===== src/rtl/addsub_sched_pkg.sv =====
// Shared constants and helpers for the add/sub round-robin scheduler.
// NREQ requesters, op encodings, and datapath width derivation.
package addsub_sched_pkg;

    localparam int NREQ = 2;

    localparam logic OP_ADD = 1'b0;
    localparam logic OP_SUB = 1'b1;

    // Datapath width: operand size plus two guard bits.
    function automatic int width(input int n);
        return n + 2;
    endfunction

endpackage


===== src/rtl/addsub_core.sv =====
// Combinational signed W-bit adder/subtractor (wraps, no saturation).
// Ports: i_a, i_b operands; i_sel 0=add 1=sub; o_sum result; o_ovf (ADDSUB_OVF_EN).
module addsub_core
    import addsub_sched_pkg::*;
#(
    parameter int W = 6
) (
    input  logic [W-1:0] i_a,
    input  logic [W-1:0] i_b,
    input  logic         i_sel,
`ifdef ADDSUB_OVF_EN
    output logic         o_ovf,
`endif
    output logic [W-1:0] o_sum
);

    always_comb begin
        if (i_sel == OP_SUB) o_sum = i_a - i_b;
        else                 o_sum = i_a + i_b;
    end

`ifdef ADDSUB_OVF_EN
    logic w_sign_cond;

    // Add overflows on equal operand signs, sub on differing ones;
    // in both cases the result sign must disagree with a.
    always_comb begin
        if (i_sel == OP_SUB) w_sign_cond = i_a[W-1] ^ i_b[W-1];
        else                 w_sign_cond = ~(i_a[W-1] ^ i_b[W-1]);
        o_ovf = w_sign_cond & (o_sum[W-1] ^ i_a[W-1]);
    end
`endif

endmodule


===== src/rtl/addsub_rr_scheduler.sv =====
// Round-robin share of one signed add/sub unit between two requesters,
// with a single registered result stage and valid/ready on every side.
// Ports: clk, rst_n (sync, active-low); req_valid/req_ready/req_a/req_b/
// req_sel per requester (W-bit lanes packed i*W); res_valid/res_ready,
// res_sum, res_id; res_ovf only when macro ADDSUB_OVF_EN is defined.
module addsub_rr_scheduler
    import addsub_sched_pkg::*;
#(
    parameter  int N = 4,
    localparam int W = width(N)
) (
    input  logic              clk,
    input  logic              rst_n,
    input  logic [NREQ-1:0]   req_valid,
    output logic [NREQ-1:0]   req_ready,
    input  logic [NREQ*W-1:0] req_a,
    input  logic [NREQ*W-1:0] req_b,
    input  logic [NREQ-1:0]   req_sel,
    output logic              res_valid,
    input  logic              res_ready,
    output logic [W-1:0]      res_sum,
`ifdef ADDSUB_OVF_EN
    output logic              res_ovf,
`endif
    output logic              res_id
);

    logic            r_ptr;
    logic            r_valid;
    logic            r_id;
    logic [W-1:0]    r_sum;

    logic [NREQ-1:0] w_grant;
    logic            w_can;
    logic            w_fire;
    logic            w_idx;
    logic [W-1:0]    w_a;
    logic [W-1:0]    w_b;
    logic            w_sel;
    logic [W-1:0]    w_sum;

    // Slot is free if empty or being drained this cycle.
    assign w_can = ~r_valid | res_ready;

    always_comb begin
        w_grant = '0;
        case (req_valid)
            2'b01:   w_grant = 2'b01;
            2'b10:   w_grant = 2'b10;
            2'b11:   w_grant = r_ptr ? 2'b10 : 2'b01;
            default: w_grant = 2'b00;
        endcase
    end

    assign req_ready = w_grant & {NREQ{w_can & rst_n}};
    assign w_fire    = |(req_valid & req_ready);
    assign w_idx     = w_grant[1];

    assign w_a   = w_idx ? req_a[2*W-1:W] : req_a[W-1:0];
    assign w_b   = w_idx ? req_b[2*W-1:W] : req_b[W-1:0];
    assign w_sel = w_idx ? req_sel[1]     : req_sel[0];

`ifdef ADDSUB_OVF_EN
    logic w_ovf;
    logic r_ovf;

    addsub_core #(.W(W)) u_core (
        .i_a   (w_a),
        .i_b   (w_b),
        .i_sel (w_sel),
        .o_ovf (w_ovf),
        .o_sum (w_sum)
    );

    always_ff @(posedge clk) begin
        if (!rst_n)      r_ovf <= 1'b0;
        else if (w_fire) r_ovf <= w_ovf;
    end

    assign res_ovf = r_ovf;
`else
    addsub_core #(.W(W)) u_core (
        .i_a   (w_a),
        .i_b   (w_b),
        .i_sel (w_sel),
        .o_sum (w_sum)
    );
`endif

    always_ff @(posedge clk) begin
        if (!rst_n) begin
            r_ptr   <= 1'b0;
            r_valid <= 1'b0;
            r_id    <= 1'b0;
            r_sum   <= '0;
        end else if (w_fire) begin
            r_valid <= 1'b1;
            r_id    <= w_idx;
            r_sum   <= w_sum;
            r_ptr   <= ~w_idx;
        end else if (res_ready) begin
            r_valid <= 1'b0;
        end
    end

    assign res_valid = r_valid;
    assign res_sum   = r_sum;
    assign res_id    = r_id;

endmodule

===== config.mk =====
export PLATFORM = sky130hd
export DESIGN_NAME = addsub_rr_scheduler
export DESIGN_NICKNAME = d
export VERILOG_FILES = /design/src/rtl/addsub_sched_pkg.sv /design/src/rtl/addsub_core.sv /design/src/rtl/addsub_rr_scheduler.sv
export SDC_FILE = /design/constraint.sdc
export NUM_CORES = 1
export LEC_CHECK = 0
export BUFFER_PORTS_ARGS = -buffer_cell sky130_fd_sc_hd__buf_2
export CORE_AREA = 10 10 54 56
export DETAILED_ROUTE_END_ITERATION = 8
export DIE_AREA = 0 0 64 66
export PLACE_DENSITY = 0.85
export SLEW_MARGIN = 20
export SYNTH_ARGS = -nofsm -noshare
export SYNTH_HDL_FRONTEND = slang
export SYNTH_HIERARCHICAL = 1
export SYNTH_SLANG_ARGS = --single-unit

===== constraint.sdc =====
create_clock -name clk -period 5.2 [get_ports clk]
set_input_delay 0.52 -clock clk [delete_from_list [all_inputs] [get_ports clk]]
set_output_delay 0.52 -clock clk [all_outputs]
set_load 0.02 [all_outputs]

# Word-level counts from Yosys, hierarchy flattened
# Index checks and enable logic that the tools add are counted.
# op_classes
add_sub_neg	2
n_eq_ne	3
n_mux	8
n_bitwise	6
reduce_logical	2
# ops
op	n
6-bit two-way mux	3
6-bit adder	1
2-bit case mux with 3 select lines	1
6-bit subtractor	1
2-bit AND	2
2-bit == test, second input constant	2
1-bit two-way mux	3
2-bit by 1-bit == test with 1-bit output, second input constant	1
2-bit two-way mux	1
1-bit inverter	2
2-bit nonzero test	1
2-bit OR reduction	1
1-bit AND	1
1-bit OR	1
# word_totals
regBits	9
inputBits	31
out_inout_bits	10

# Depth between registers and ports, before layout
# logic_depth
depth_word	7
depth_mapped	15

# By module
# Netlist, hierarchy kept.
# by_module_without_submodules
module	n_inst	cells_per_inst	area_per_inst_um2	seq_area_each_um2
addsub_rr_scheduler	1	63	586.8	180.2
addsub_core	1	38	296.5	0.0

# Least setup slack after synthesis
# Ideal clock, no wire load.
# synth_path
path_kind	input-to-reg
start	input port req_valid[0]
end	register r_sum[5] (netlist: res_sum[5])
setup_ns	0.067
arrival_ns	2.806
setup_slack_ns	2.327
path_stages	14
path_buffers	1
cell_sequence	inv_1 -> o21ai_4 -> buf_6 -> mux2_2 -> inv_1 -> ha_1 -> mux2i_1 -> ha_1 -> nor2b_1 -> o31a_1 -> o22ai_2 -> xnor2_1 -> nand4_1 -> o21ai_2
# synth_between
elab_chain_cells	5
word_cells_on_any_way	13
# synth_lines
item	line_no	text
start, declared	addsub_rr_scheduler.sv:14	input logic [NREQ-1:0] req_valid,
2-bit == test / 2-bit by 1-bit == test with 1-bit output (equally long branches)	addsub_rr_scheduler.sv:47	case (req_valid)
2-bit case mux with 3 select lines *	addsub_rr_scheduler.sv:47	
6-bit two-way mux *	addsub_rr_scheduler.sv:60	assign w_b = w_idx ? req_b[2*W-1:W] : req_b[W-1:0];
net w_b[0]	addsub_rr_scheduler.sv:38	logic [W-1:0] w_b;
6-bit adder / 6-bit subtractor (equally long branches)	addsub_core.sv:19, addsub_core.sv:18	
6-bit two-way mux *	addsub_core.sv:18	if (i_sel == OP_SUB) o_sum = i_a - i_b;
net w_sum[5]	addsub_rr_scheduler.sv:40	logic [W-1:0] w_sum;
end signal, assigned	addsub_rr_scheduler.sv:99	r_sum <= w_sum;
end, declared	addsub_rr_scheduler.sv:31	logic [W-1:0] r_sum;
# Mark *: on every way through the listed nets, which the timed path passes. The rest lies on a longest branch.
# A chain may end at the register's enable or synchronous reset.

# Final worst setup path
# Same ends and word-level chain as after synthesis.

==> run metrics <==
synthesized net count 139; Combinational Power Share 52.4%; placed inst area 1080 sq um; first-pass GRT wire length 3850 microns; fraction of the mapped netlist area in adder cells 10.8%; status finished, final reports clean; H-tree depth 1; Antenna Cells 0; Synth Warn # 6; Hold Vio Cnt, Final 0; total congestion overflow 0; Setup TNS Final 0 ns; Final Max Tran Viols 0; Top Ports 41; detailed-route via count 862; max_cap viols 0; placed insts 163; Post-synth top cells mux2_2, dfxtp_1, nand2_1, nor2_1; sequential share of the synthesized area 20.4%; fin cells 167; ys async rst share 0%; Clock Pin Slew Worst Setup and Hold Paths 0.06 ns; Die Height 66 microns; mux contribution to synthesized area 17.7%; worst-path fanout max 14; post-CTS setup buffers 0; CP Launch Type primary input; Clock Skews 0.000551 ns; Hold WC Path Type flop to flop; fill cell count 175; CTS Buf Count 3; sequential standard cell area 180 sq um; Post-synth EDFFs 0; synth top area cells dfxtp_1, mux2_2, ha_1, o21ai_2, xnor2_1; Clk pwr share 17.9%; Finished Cell Area 1110 sq um; share of post-route cells with drive strength above 1 47.9%; Placer Congestion 0.803; Worst slew margin 71.1%; fin util 58.2%; Synth Register Bits 9; top_reg_cell synth dfxtp_1; internal power 186 uW; CP arrival 3.21 ns; Synth Area per Inst 8.75 sq um; buffer depth of the longest clock path 2; worst hold margin 0.457 ns; # rows 16; Die W 64 microns; Sequential Power Share 29.7%; Peak Freq 332 MHz; NetSw 118 uW; Vias/cell 5.16; post-CTS resize count 0; hold buffer count at CTS 0; Synth Cell Area 883 sq um; Post-DP HPWL 1920 microns; total die area 4220 sq um; antenna-violating nets left 0; largest net degree at the start of global routing 18; Leakage 0.000530 uW; Synth top area share 20.4%; Worst-Margin Slew 0.432 ns; vias in the first global route 935; DR WL/cell 13.8 microns; initial antenna violation count 0; core area 1900 sq um; XOR/XNOR Fraction of Synth Area 7.93%; Synth Area in Compound Gates 19.0%; Switching Fraction 38.9%; clock sinks 9; Crit Path Class primary input to flop; Final period util 57.9%; area of the multi-input gates 643 sq um; simple-gate share of the synthesized area 17.4%; first drt pass iteration count 5; drt total wl 2310 microns; Starting Density 46.4%; largest family of logic cells by synthesized area compound AO/OA/AOI/OAI gates; CP Data Required Time 5.40 ns; Netlist cell types 29; IO buf count 40; crit end category flop; Final min period 3.01 ns; CTS tree done; Worst VDD drop 182 uV; Synth area leader dfxtp_1; count leader, synth mux2_2; RSZ-0062 raised after global routing no; clk root buf clkbuf_4; Final setup violation count 0; All-Layer GR Usage 10.8%; P per Cell Area 275 nW/um^2; Clk Latency, worst-skew pair 0.26 ns; Residual DRC 0; final-stage net count 179; Cells after Synth 101; area delta synth->final 25.2%; initial DRC count 26
[metal layers]
layer | part of all wire [%] | track usage [%] | vias up
met5 | 0 | 0 | -
met4 | 0.91 | 4.37 | 0
met3 | 9.9 | 4.24 | 3
met2 | 49 | 19.5 | 34
met1 | 40 | 10.8 | 393
li1 | - | - | 432
[metrics by stage]
step | power (uW) | worst slack, ns
final | 305 | 2.19
after global routing | 329 | 1.97
after CTS | 306 | 2.18
after detailed placement | 251 | 1.92
after global placement | 245 | 2.08
after floorplan | 210 | 2.33
[placed cells by master, fill, tap and decap left out]
cell,count
buf_2,40
mux2_2,13
nand2_1,9
dfxtp_1,9
nor2_1,8
inv_1,6
nand4_1,6
o21ai_2,6
xnor2_1,6
ha_1,6
a21oi_1,5
o21ai_0,3
clkbuf_4,3
nor2b_1,2
o21a_1,2
xor2_1,2
o21ai_4,1
nand2b_1,1
o211ai_1,1
a21boi_0,1
or2_1,1
and3_4,1
clkbuf_1,1
nor3_2,1
mux2i_1,1
o31a_1,1
or2_2,1
o22ai_2,1
a21o_1,1
fa_1,1
[power groups by stage]
| stage | sequential (uW) | combinational [uW] | clock [uW] |
|---|---|---|---|
| floorplan | 107 | 103 | 0 |
| global placement | 90.7 | 155 | 0 |
| detailed placement | 91.3 | 159 | 0 |
| CTS | 90.4 | 161 | 54.7 |
| global route | 91.8 | 178 | 59.0 |
| finish | 90.5 | 160 | 54.4 |
[critical path, stage by stage]
cell     delay [ns]
buf_2          0.12
inv_1          0.08
o21ai_4        0.37
mux2_2         0.43
inv_1          0.07
ha_1           0.22
mux2i_1        0.25
ha_1           0.29
nor2b_1        0.14
o31a_1         0.26
o22ai_2        0.13
xnor2_1        0.13
nand4_1        0.11
o21ai_2        0.08
[final timing paths]
kind         slack [ns]          from  cells after the start         end
min reg2reg        0.46    res_sum[3]                      2  res_sum[3]
max reg2reg        2.26         r_ptr                     12  res_sum[5]
min                0.46    res_sum[3]                      2  res_sum[3]
max                2.19  req_valid[0]                     14  res_sum[5]
[registers in the layout (all words and copies together) (netlist names)]
register,flops
res_id,1
res_valid,1
res_sum,6
r_ptr,1
[area by class of cell]
cell class | instances | share of cell area, %
inverters | 6 | 2.04
well taps | 27 | 3.05
flip-flops and latches | 9 | 16.3
repair buffers | 40 | 18.1
clock buffers | 4 | 2.38
multi-input cells | 81 | 58.1
[logic make-up after synthesis]
group / Yosys count
mux: 14
fa+ha+maj: 7
compound gates: 22
flops: 9
xor+xnor: 8
buf+inv: 11
simple gates: 30
Power figures use the tool's default switching activity.
